**config.mk**
```make
export PLATFORM = sky130hd
export DESIGN_NAME = multicycle_ctrl_flat
export DESIGN_NICKNAME = d
export VERILOG_FILES = /design/src/rtl/multicycle_ctrl_if.sv /design/src/rtl/multicycle_ctrl.sv /design/src/flat_wrapper.sv
export SDC_FILE = /design/constraint.sdc
export NUM_CORES = 1
export LEC_CHECK = 0
export ABC_AREA = 1
export CORE_MARGIN = 10
export CORE_UTILIZATION = 40
export DETAILED_ROUTE_END_ITERATION = 8
export DONT_BUFFER_PORTS = 1
export SLEW_MARGIN = 20
export SYNTH_ARGS = -nofsm -noshare
export SYNTH_HDL_FRONTEND = slang
export SYNTH_SLANG_ARGS = --single-unit
```
**constraint.sdc**
```tcl
create_clock -name clk -period 4.31 [get_ports clk]
set_input_delay 0.862 -clock clk [delete_from_list [all_inputs] [get_ports clk]]
set_output_delay 0.862 -clock clk [all_outputs]
set_load 0.005 [all_outputs]
```
**src/rtl/multicycle_ctrl_if.sv**
```systemverilog
// rtl/multicycle_ctrl_if.sv - shared memory port between the multicycle controller and memory
interface multicycle_ctrl_if;
  logic mem_req;
  logic MemRW;
  logic mem_ready;

  modport master (output mem_req, output MemRW, input mem_ready);
  modport slave  (input mem_req, input MemRW, output mem_ready);
endinterface

```
**src/rtl/multicycle_ctrl.sv**
```systemverilog
// rtl/multicycle_ctrl.sv - RV32I multicycle sequencer: FETCH/DECODE/EXEC/MEM/WB over one memory port
module multicycle_ctrl #(
  parameter int CNT_WIDTH   = 32,
  parameter int MEM_TIMEOUT = 16,
  parameter int TO_WIDTH    = 5
) (
  input  logic                 clk,
  input  logic                 rst_n,
  multicycle_ctrl_if.master    mem,
  input  logic [4:0]           opcode_eff,
  input  logic [2:0]           funct3,
  input  logic                 BrEq,
  input  logic                 BrLT,
  output logic                 IRWrite,
  output logic                 PCWrite,
  output logic                 PCSel,
  output logic [2:0]           ImmSel,
  output logic                 RegWEn,
  output logic                 BrUn,
  output logic                 ASel,
  output logic                 BSel,
  output logic [1:0]           WBSel,
  output logic                 arithmetic,
  output logic                 i_type,
  output logic                 retire,
  output logic [CNT_WIDTH-1:0] instret,
  output logic                 trap,
  output logic [1:0]           trap_cause,
  output logic [2:0]           state_o
);

  typedef enum logic [2:0] {
    FETCH  = 3'd0,
    DECODE = 3'd1,
    EXEC   = 3'd2,
    MEM    = 3'd3,
    WB     = 3'd4,
    HALT   = 3'd5
  } state_t;

  typedef enum logic [3:0] {
    C_R, C_OPIMM, C_LOAD, C_STORE, C_BRANCH, C_JAL, C_JALR, C_AUIPC, C_LUI, C_ILLEGAL
  } op_class_t;

  localparam logic [TO_WIDTH-1:0] TO_LIMIT = TO_WIDTH'(MEM_TIMEOUT - 1);

  state_t               state, state_d;
  op_class_t            cls;
  logic [TO_WIDTH-1:0]  to_cnt;
  logic                 mem_req_c, memrw_c, irwrite_c, pcwrite_c, pcsel_c, regwen_c, retire_c;
  logic                 trap_set;
  logic [1:0]           cause_d;
  logic                 limit_hit;
  logic                 taken;
  logic                 fields_en;
  logic [2:0]           imm_c;
  logic [1:0]           wb_c;
  logic                 brun_c, asel_c, bsel_c, arith_c, itype_c;

  always_comb begin
    cls = C_ILLEGAL;
    case (opcode_eff)
      5'b01100: cls = C_R;
      5'b00100: cls = C_OPIMM;
      5'b00000: cls = C_LOAD;
      5'b01000: cls = C_STORE;
      5'b11000: cls = C_BRANCH;
      5'b11011: cls = C_JAL;
      5'b11001: cls = C_JALR;
      5'b00101: cls = C_AUIPC;
      5'b01101: cls = C_LUI;
      default:  cls = C_ILLEGAL;
    endcase
  end

  always_comb begin
    imm_c   = 3'd0;
    wb_c    = 2'd0;
    brun_c  = 1'b0;
    asel_c  = 1'b0;
    bsel_c  = 1'b0;
    arith_c = 1'b0;
    itype_c = 1'b0;
    case (cls)
      C_R:      begin wb_c = 2'd1; arith_c = 1'b1; end
      C_OPIMM:  begin imm_c = 3'd0; bsel_c = 1'b1; wb_c = 2'd1; arith_c = 1'b1; itype_c = 1'b1; end
      C_LOAD:   begin imm_c = 3'd0; bsel_c = 1'b1; wb_c = 2'd0; itype_c = 1'b1; end
      C_STORE:  begin imm_c = 3'd1; bsel_c = 1'b1; end
      C_BRANCH: begin imm_c = 3'd2; asel_c = 1'b1; bsel_c = 1'b1; brun_c = funct3[1]; end
      C_JAL:    begin imm_c = 3'd3; asel_c = 1'b1; bsel_c = 1'b1; wb_c = 2'd2; end
      C_JALR:   begin imm_c = 3'd0; bsel_c = 1'b1; wb_c = 2'd2; itype_c = 1'b1; end
      C_AUIPC:  begin imm_c = 3'd4; asel_c = 1'b1; bsel_c = 1'b1; wb_c = 2'd1; end
      C_LUI:    begin imm_c = 3'd4; wb_c = 2'd3; end
      default:  ;
    endcase
  end

  assign taken     = funct3[2] ? (BrLT ^ funct3[0]) : (BrEq ^ funct3[0]);
  // A ready arriving on the limit cycle completes the access instead of trapping.
  assign limit_hit = (MEM_TIMEOUT != 0) && (to_cnt == TO_LIMIT) && !mem.mem_ready;

  always_comb begin
    state_d   = state;
    mem_req_c = 1'b0;
    memrw_c   = 1'b0;
    irwrite_c = 1'b0;
    pcwrite_c = 1'b0;
    pcsel_c   = 1'b0;
    regwen_c  = 1'b0;
    retire_c  = 1'b0;
    trap_set  = 1'b0;
    cause_d   = 2'd0;
    case (state)
      FETCH: begin
        mem_req_c = 1'b1;
        if (mem.mem_ready) begin
          irwrite_c = 1'b1;
          state_d   = DECODE;
        end else if (limit_hit) begin
          trap_set = 1'b1;
          cause_d  = 2'd2;
          state_d  = HALT;
        end
      end
      DECODE: begin
        if (cls == C_ILLEGAL) begin
          trap_set = 1'b1;
          cause_d  = 2'd1;
          state_d  = HALT;
        end else begin
          state_d = EXEC;
        end
      end
      EXEC: begin
        if (cls == C_BRANCH) begin
          pcwrite_c = 1'b1;
          pcsel_c   = taken;
          retire_c  = 1'b1;
          state_d   = FETCH;
        end else if (cls == C_LOAD || cls == C_STORE) begin
          state_d = MEM;
        end else begin
          state_d = WB;
        end
      end
      MEM: begin
        mem_req_c = 1'b1;
        memrw_c   = (cls == C_STORE);
        if (mem.mem_ready) begin
          if (cls == C_STORE) begin
            pcwrite_c = 1'b1;
            retire_c  = 1'b1;
            state_d   = FETCH;
          end else begin
            state_d = WB;
          end
        end else if (limit_hit) begin
          trap_set = 1'b1;
          cause_d  = 2'd2;
          state_d  = HALT;
        end
      end
      WB: begin
        regwen_c  = 1'b1;
        pcwrite_c = 1'b1;
        pcsel_c   = (cls == C_JAL || cls == C_JALR);
        retire_c  = 1'b1;
        state_d   = FETCH;
      end
      default: state_d = HALT;
    endcase
  end

  always_ff @(posedge clk or negedge rst_n) begin
    if (!rst_n) begin
      state      <= FETCH;
      instret    <= '0;
      trap       <= 1'b0;
      trap_cause <= 2'd0;
      to_cnt     <= '0;
    end else begin
      state <= state_d;
      if (retire_c) instret <= instret + 1'b1;
      if (trap_set) begin
        trap       <= 1'b1;
        trap_cause <= cause_d;
      end
      if (state_d != state && (state_d == FETCH || state_d == MEM)) begin
        to_cnt <= '0;
      end else if (mem_req_c && !mem.mem_ready) begin
        to_cnt <= to_cnt + 1'b1;
      end
    end
  end

  // Reset gates everything combinationally so an in-flight request drops immediately.
  assign fields_en   = rst_n && (state == DECODE || state == EXEC || state == MEM || state == WB);
  assign mem.mem_req = mem_req_c & rst_n;
  assign mem.MemRW   = memrw_c & rst_n;
  assign IRWrite     = irwrite_c & rst_n;
  assign PCWrite     = pcwrite_c & rst_n;
  assign PCSel       = pcsel_c & rst_n;
  assign RegWEn      = regwen_c & rst_n;
  assign retire      = retire_c & rst_n;
  assign ImmSel      = fields_en ? imm_c : 3'd0;
  assign WBSel       = fields_en ? wb_c : 2'd0;
  assign BrUn        = fields_en & brun_c;
  assign ASel        = fields_en & asel_c;
  assign BSel        = fields_en & bsel_c;
  assign arithmetic  = fields_en & arith_c;
  assign i_type      = fields_en & itype_c;
  assign state_o     = state;

endmodule
```
**src/flat_wrapper.sv**
```systemverilog
// flat-port wrapper written by rule: the top's interface ports become plain ports
module multicycle_ctrl_flat 
#(
  parameter int CNT_WIDTH   = 32,
  parameter int MEM_TIMEOUT = 16,
  parameter int TO_WIDTH    = 5
)
  (clk, rst_n, opcode_eff, funct3, BrEq, BrLT, IRWrite, PCWrite, PCSel, ImmSel, RegWEn, BrUn, ASel, BSel, WBSel, arithmetic, i_type, retire, instret, trap, trap_cause, state_o, mem_mem_req, mem_MemRW, mem_mem_ready);
  multicycle_ctrl_if mem_i ();
  input  logic clk;
  input  logic rst_n;
  input  logic [4:0] opcode_eff;
  input  logic [2:0] funct3;
  input  logic BrEq;
  input  logic BrLT;
  output logic IRWrite;
  output logic PCWrite;
  output logic PCSel;
  output logic [2:0] ImmSel;
  output logic RegWEn;
  output logic BrUn;
  output logic ASel;
  output logic BSel;
  output logic [1:0] WBSel;
  output logic arithmetic;
  output logic i_type;
  output logic retire;
  output logic [CNT_WIDTH-1:0] instret;
  output logic trap;
  output logic [1:0] trap_cause;
  output logic [2:0] state_o;
  output wire logic [$bits(mem_i.mem_req)-1:0] mem_mem_req;
  output wire logic [$bits(mem_i.MemRW)-1:0] mem_MemRW;
  input wire logic [$bits(mem_i.mem_ready)-1:0] mem_mem_ready;
  assign mem_mem_req = mem_i.mem_req;
  assign mem_MemRW = mem_i.MemRW;
  assign mem_i.mem_ready = mem_mem_ready;
  multicycle_ctrl #(.CNT_WIDTH(CNT_WIDTH), .MEM_TIMEOUT(MEM_TIMEOUT), .TO_WIDTH(TO_WIDTH)) u_core (.clk(clk), .rst_n(rst_n), .mem(mem_i), .opcode_eff(opcode_eff), .funct3(funct3), .BrEq(BrEq), .BrLT(BrLT), .IRWrite(IRWrite), .PCWrite(PCWrite), .PCSel(PCSel), .ImmSel(ImmSel), .RegWEn(RegWEn), .BrUn(BrUn), .ASel(ASel), .BSel(BSel), .WBSel(WBSel), .arithmetic(arithmetic), .i_type(i_type), .retire(retire), .instret(instret), .trap(trap), .trap_cause(trap_cause), .state_o(state_o));
endmodule
```
Word level (Yosys, flattened, before mapping)
Memory sizes are Yosys's and may differ from the RTL's.
Cells that the tools add are included.
{"block": "classes", "mux": 39, "add_sub_neg": 2, "bitwise": 13, "n_eq_ne": 16, "reduce_logical": 23}
{"op": "$add 32x1->32 const B", "count": 1}
{"op": "$mux 3", "count": 8}
{"op": "$mux 1", "count": 19}
{"op": "$eq 4x3->1 const B", "count": 4}
{"op": "$pmux 3 s5", "count": 1}
{"op": "$pmux 3 s4", "count": 1}
{"op": "$and 1x1->1", "count": 11}
{"op": "$mux 5", "count": 2}
{"op": "$eq 3x2->1 const B", "count": 3}
{"op": "$reduce_or 3->1", "count": 3}
{"op": "$eq 4x2->1 const B", "count": 2}
{"op": "$eq 4x4->1 const B", "count": 2}
{"op": "$reduce_or 2->1", "count": 4}
{"op": "$reduce_or 7->1", "count": 1}
{"op": "$logic_not 3->1", "count": 2}
{"op": "$logic_or 1x1->1", "count": 6}
{"op": "$mux 2", "count": 3}
{"op": "$pmux 2 s3", "count": 1}
{"op": "$add 5x1->5 const B", "count": 1}
{"op": "$eq 5x4->1 const B", "count": 1}
{"op": "$eq 4x1->1 const B", "count": 1}
{"op": "$logic_and 1x1->1", "count": 4}
{"op": "$logic_not 4->1", "count": 1}
{"op": "$pmux 1 s2", "count": 2}
{"op": "8 further kinds", "count": 9}
{"block": "word_totals", "inputBits": 13, "register_bits": 43, "mem_bits_ro": 128, "n_memories": 1}
{"memory": "(name not given)", "words": 32, "width": 4, "rd": 1, "rd_clocked_by_memory_dff": 0, "wr": 0, "line_no": "multicycle_ctrl.sv:62", "source": "case (opcode_eff)"}

Longest topological paths before layout
Gate-level depths: netlist (run 1).
An unclocked memory read counts as a cell.
{"block": "depth", "depth_word": 10, "ltp_mapped": 14, "ltp_nobuf": 13}

Least setup slack after synthesis (run 1)
Ideal clock, no wire load.
{"block": "synth_timing", "kind": "input -> output", "startpoint": "input opcode_eff[1]", "endpoint": "output retire", "arrival_ns": 2.176, "stages": 11, "path_slack_ns": 1.272, "path_cell_list": "inv_1 > nand3_1 > nand2_1 > nand2_4 > nor2_2 > a31oi_2 > nand2_4 > inv_2 > buf_4 > nor2_1 > buf_4"}
{"block": "synth_between", "elab_chain_cells": 6}
{"element": "start: declaration", "line_no": "flat_wrapper.sv:12", "source": "input logic [4:0] opcode_eff;"}
{"element": "$mem_v2 32x4 *"}
{"element": "$eq 4x2->1", "line_no": "multicycle_ctrl.sv:150", "source": "if (cls == C_STORE) begin"}
{"element": "$mux 1 (2 in a row)"}
{"element": "$pmux 1 s3 *"}
{"element": "$and 1x1->1 *"}
{"element": "end: declaration", "line_no": "flat_wrapper.sv:27", "source": "output logic retire;"}
Every way passes the cells marked *; elsewhere a longest branch is shown, timed or not.

Worst setup path in the final report (run 1)
{"block": "layout_timing", "startpoint": "input opcode_eff[1]", "endpoint": "output PCWrite"}
{"block": "layout_between", "elab_chain_cells": 6}
{"element": "$mem_v2 32x4 *"}
{"element": "$eq 4x2->1", "line_no": "multicycle_ctrl.sv:150"}
{"element": "$mux 1", "line_no": "multicycle_ctrl.sv:150"}
{"element": "$mux 1", "line_no": "multicycle_ctrl.sv:149", "source": "if (mem.mem_ready) begin"}
{"element": "$pmux 1 s3 *", "line_no": "multicycle_ctrl.sv:113", "source": "case (state)"}
{"element": "$and 1x1->1 *", "line_no": "multicycle_ctrl.sv:201", "source": "assign PCWrite = pcwrite_c & rst_n;"}
{"element": "end: declaration", "line_no": "flat_wrapper.sv:17", "source": "output logic PCWrite;"}
Marks and branches as above.

==> results.json, run 1 <==
{
  "r2r-start": "u_core.instret[0]",
  "reg2reg_depth": 9,
  "synth_area_leaders": "dfrtp_1 35%, nand2_1 18%, xor2_1 9.1%, inv_1 7.2%, nor2_1 5.3%",
  "path_clk_slew_ns": 0.09,
  "rr_endpoint": "u_core.instret[30]",
  "gr-usage-met1": 0.1822,
  "grt_overflow": 0,
  "grt_pass1_vias": 2551,
  "h-tree-depth": 2,
  "die_y_um": 107.6,
  "die-area_sq_um": 11580,
  "final_common_cell": "nand2_1",
  "final_layout_size_suffix_gt1_frac": 0.06742,
  "yosysWarnings": 0,
  "powerDensity_nw_per_um2": 504.7,
  "grt-busiest-layer": "met2",
  "syn_to_final_growth_pct": 6.400,
  "crit_arrival_ns": 2.19,
  "ys_seq_elements": 43,
  "netlist_instances": 443,
  "fmax_mhz": 328.1,
  "cp_max_fo": 16,
  "cts_setup_buffers": 0,
  "multi_input_area_sq_um": 1689,
  "syn-num-nets": 459,
  "met2_usage": 0.2177,
  "vias_per_cell": 5.105,
  "maxCapViolations": 0,
  "comb_power_share": 0.348,
  "core_area_sq_um": 7370,
  "hp-class": "in -> async",
  "rsz0062_at_grt": "false",
  "antenna_found_initial": 0,
  "dp_hpwl_um": 6283,
  "clockBufferDepth": 2,
  "area.sequential_sq_um": 1076,
  "drc_errors": 0,
  "num_vias": 2777,
  "final_nets": 460,
  "relSlewSlack": 0.6424,
  "fin_cells": 544,
  "post-synth-top-area-cell": "dfrtp_1",
  "cts-resized-gates": 0,
  "root_buffer": "clkbuf_8",
  "finalHoldViolations": 0,
  "async_reset_ff_frac": 1.000,
  "nFillCells": 777,
  "ys_types": 35,
  "grt_use_met3": 0.04431,
  "cts_buffers": 5,
  "grt_pass1_wl_um": 13170,
  "tns_ns": 0,
  "status": "completed",
  "port_buffers": 0,
  "swShare": 0.4312,
  "period_share": 0.7071,
  "totalWireLength_um": 8166,
  "ant_nets": 0,
  "seq_power_share": 0.418,
  "period_needed_ns": 3.048,
  "critPathRequiredTime_ns": 3.45,
  "wl_per_cell_um": 15.01,
  "firstDrtPassIters": 4,
  "antenna_cells": 0,
  "drv_slew": 0,
  "clockPowerShare": 0.234,
  "cp-start-kind": "input port",
  "power.switching_w": 0.0007107,
  "fp-row-count": 31,
  "layout_common_cells": "144 x nand2_1, 59 x inv_1, 43 x nor2_1, 43 x dfrtp_1, 32 x xor2_1",
  "drt_iter0_markers": 199,
  "skew_ns": 0.008928,
  "worst_setup_path_end_kind": "primary output",
  "synth_seq_area_share": 0.3506,
  "ios": 68,
  "gp_congestion": 0.8847,
  "setup_viol": 0,
  "clk-insertion-delay-late_ns": 0.30,
  "p_leak_nw": 1.616,
  "synth_flop_cell": "dfrtp_1",
  "syn_area_sq_um": 3069,
  "r2r_slack_ns": 2.13,
  "cts_sinks": 43,
  "start_util": 0.4165,
  "netlist.area_leader.share": 0.3506,
  "synth_edf_count": 0,
  "grtUsageTotal": 0.1399,
  "die_w_um": 107.6,
  "cts_tree": "yes",
  "vdd_drop_max_v": 0.0002321,
  "tightest_slew_ns": 0.5323,
  "path_class": "in -> out",
  "ctsHoldBuffers": 0,
  "dp_cells": 536,
  "synth.avg_cell_area_sq_um": 6.928,
  "intPower_w": 0.0009375,
  "grt_max_degree": 49
}
==> state kept, by name, summed over array words and instances (netlist names) <==
register	cells
u_core.instret	32
u_core.state_o	3
u_core.to_cnt	5
u_core.trap	1
u_core.trap_cause	2
==> layout make-up <==
cell class,count,share of cell area
Clock inverter,3,0.02069
Timing Repair Buffer,1,0.002299
Inverter,62,0.07126
Multi-Input combinational cell,331,0.5172
Sequential cell,43,0.3295
Tap cell,99,0.03793
Clock buffer,5,0.02107
==> Yosys cell counts (all sizes together) (2+ instances only) <==
cell and count:
nand4 12, xnor2 3, nor2 46, a21oi 5, xor2 32, nor4 4, o21ai 19, dfrtp 43
nand2 150, ha 3, nand3 26, nor3 24, buf 7, a31oi 2, inv 62
==> worst max-delay path: stages <==
cell and delay [ns]:
nor2_1 0.17, nand3_1 0.12, nand3_2 0.11, nand2_4 0.08, nor2_2 0.22, a31oi_2 0.14
nand2_4 0.09, inv_2 0.13, nor2_1 0.25
==> stage by stage <==
stage	hold slack [ns]	total power (W)	utilization	cell area (sq um)	setup slack [ns]
after global routing	0.2198	0.001794	0.4431	3266	1.017
after CTS	0.2314	0.001664	0.4431	3266	1.250
final	0.2483	0.001648	0.4431	3266	1.262
after floorplan	0.4643	0.001160	-	3069	1.272
after detailed placement	0.4996	0.001276	0.4246	3129	1.251
after global placement	0.4974	0.001264	0.4246	3129	1.307
==> cells by family (layout without fill, tap and decap cells) <==
| logic type | Yosys count | count (layout) | synth area share |
|---|---|---|---|
| XOR/XNOR | 35 | 35 | 0.09988 |
| AO/OA/AOI/OAI | 27 | 27 | 0.05299 |
| flip-flops | 43 | 43 | 0.3506 |
| multiplexers | 1 | 1 | 0.003261 |
| adder cells (fa/ha/maj) | 3 | 3 | 0.01223 |
| buffers and inverters | 69 | 71 | 0.09906 |
| AND/OR/NAND/NOR | 265 | 265 | 0.3820 |
==> how the worst max path moves through the flow <==
stage	start	to	slack [ns]
6_report	opcode_eff[1]	PCWrite	1.26
5_1_grt	u_core.state_o[1]	WBSel[0]	1.02
4_1_cts	opcode_eff[1]	PCWrite	1.25
3_5_place_dp	opcode_eff[1]	PCWrite	1.25
3_3_place_gp	opcode_eff[1]	PCWrite	1.31
2_1_floorplan	opcode_eff[1]	retire	1.27
==> power groups by stage <==
stage,combinational [W],clock [W],sequential (W)
after floorplan,0.000514,0,0.000646
after global placement,0.000563,0,0.000701
after detailed placement,0.000572,0,0.000704
after CTS,0.000576,0.000393,0.000696
after global routing,0.000666,0.000410,0.000718
final,0.000574,0.000385,0.000689
==> per-layer routing <==
metal	share of wire	routed length (um)
met1	0.46	3728
met2	0.44	3567
met3	0.096	783
met4	0.011	87
met5	0	0
Note: power is estimated with default switching activity, not from simulation.
==> run 2: changes to the inputs <==
- clock period: 4.31 -> 3.2 ns (I/O delays scaled with it)
==> run 2 against run 1 <==
Clock skew down 0.0029 ns; count of clock-buffer cells in the layout increased by 1; utilization decreased by 0.56 points; cell count unchanged; via count decreased by 1.3%; sequential power rose by 35%; critical path type is now reg -> out; largest power group unchanged.
==> results.json, run 2 (same netlist as run 1, synthesis figures left out) <==
{
  "antenna_found_initial": 0,
  "multi_input_area_sq_um": 1689,
  "fmax_mhz": 356.0,
  "path_clk_slew_ns": 0.08,
  "grt_overflow": 0,
  "maxCapViolations": 0,
  "dp_cells": 537,
  "nFillCells": 792,
  "drc_errors": 0,
  "num_vias": 2740,
  "core_area_sq_um": 7370,
  "grtUsageTotal": 0.1373,
  "p_leak_nw": 1.604,
  "ant_nets": 0,
  "clockBufferDepth": 2,
  "grt_pass1_vias": 2505,
  "hp-class": "in -> async",
  "reg2reg_depth": 9,
  "area.sequential_sq_um": 1076,
  "cts_buffers": 5,
  "period_share": 0.8778,
  "wl_per_cell_um": 14.58,
  "die_w_um": 107.6,
  "grt_max_degree": 49,
  "tightest_slew_ns": 0.5321,
  "skew_ns": 0.006059,
  "ctsHoldBuffers": 0,
  "vdd_drop_max_v": 0.0004015,
  "root_buffer": "clkbuf_8",
  "die_y_um": 107.6,
  "cpMaxStageDelayCell": "nor3_1",
  "cts_setup_buffers": 0,
  "fp-row-count": 31,
  "totalWireLength_um": 7932,
  "cpMostUsedCell": "nor2_1",
  "power_w": 0.002054,
  "port_buffers": 0,
  "dp_hpwl_um": 6275,
  "largest_register_ffs": 32,
  "h-tree-depth": 2,
  "worst_path_largest_cell_delay_ns": 0.45,
  "drv_slew": 0,
  "relSlewSlack": 0.6425,
  "placed_cell_area_sq_um": 3137,
  "vias_per_cell": 5.037,
  "final_layout_size_suffix_gt1_frac": 0.06742,
  "critPathRequiredTime_ns": 2.56,
  "cts-resized-gates": 0,
  "cp_max_fo": 5,
  "start_util": 0.4165,
  "regMostFlops": "u_core.instret",
  "cts_tree": "yes",
  "clk-insertion-delay-late_ns": 0.30,
  "powerDensity_nw_per_um2": 637.0,
  "finalHoldViolations": 0,
  "drt_iter0_markers": 183,
  "status": "completed",
  "r2r_slack_ns": 1.03,
  "syn_to_final_growth_pct": 5.055,
  "firstDrtPassIters": 4,
  "path_class": "reg -> out",
  "setup_viol": 0,
  "die-area_sq_um": 11580,
  "antenna_cells": 0,
  "cts_sinks": 43,
  "postLayoutCellArea_sq_um": 3224,
  "period_needed_ns": 2.809,
  "crit_chain": "nor2_1 > nor2_1 > nor3_1 > inv_1 > nor4_1 > or2_2",
  "fin_cells": 544,
  "worst_setup_path_end_kind": "primary output",
  "grt_pass1_wl_um": 12950,
  "cp-start-kind": "flop",
  "r2r-start": "u_core.instret[0]",
  "ios": 68,
  "crit_arrival_ns": 2.17,
  "final_common_cell": "nand2_1",
  "tns_ns": 0,
  "fin_util": 0.4375,
  "layout_common_cells": "144 x nand2_1, 59 x inv_1, 43 x nor2_1, 43 x dfrtp_1, 32 x xor2_1",
  "rsz0062_at_grt": "false",
  "gp_congestion": 0.8696,
  "rr_endpoint": "u_core.instret[30]",
  "final_nets": 461
}
run 2: cell count changes in the layout (fill, tap and decap cells not counted):
| cell | previous run | this run |
|---|---|---|
| buf_4 | 1 | 2 |
| clkbuf_8 | 5 | 6 |
| clkinvlp_4 | 1 | 0 |
| bufinv_16 | 2 | 0 |
| clkinv_2 | 0 | 1 |
run 2: worst max path at each step:
stage / start / to / cells after the start
final: u_core.state_o[1] / WBSel[0] / 6
after detailed placement: rst_n / WBSel[0] / 5
after global placement: rst_n / WBSel[0] / 5
after floorplan: opcode_eff[1] / retire / 11
after global routing: u_core.state_o[1] / WBSel[0] / 6
after CTS: u_core.state_o[1] / WBSel[0] / 6
run 2: where the power goes:
| group | total (W) | switching (W) | leakage [nW] | internal (W) |
|---|---|---|---|---|
| Clock | 0.000348 | 0.000178 | 0.0470 | 0.000169 |
| Combinational | 0.000777 | 0.000523 | 0.985 | 0.000254 |
| Sequential | 0.000929 | 0.000226 | 0.572 | 0.000703 |
| Total | 0.00205 | 0.000928 | 1.60 | 0.00113 |
run 2: metal layers:
metal / global-route usage / up-vias / wire (um)
met5: 0 / - / 0
met4: 0.03721 / 0 / 87
met3: 0.04850 / 7 / 841
met2: 0.2051 / 90 / 3429
met1: 0.1826 / 1244 / 3573
li1: - / 1399 / -
run 2: cell type report:
class,instances,share of cell area
multi-input combinational,331,0.5239
sequential,43,0.3337
inverter,62,0.07218
tap,99,0.03842
clock buffer,6,0.02561
timing repair buffer,2,0.004657
clock inverter,1,0.001552
run 2: stage by stage:
step | hold slack [ns] | worst slack [ns]
CTS | 0.01699 | 0.3611
global placement | 0.3472 | 0.6458
global route | 0.008482 | 0.1118
detailed placement | 0.3473 | 0.5972
floorplan | 0.3444 | 0.6061
finish | 0.03486 | 0.3910
run 2: critical path, delay by kind of cell, from the launching register on:
kind	cells	cell delay [ns]
and+or+nand+nor	5	1.29
buffers and inverters	1	0.16
DFF	1	0.42
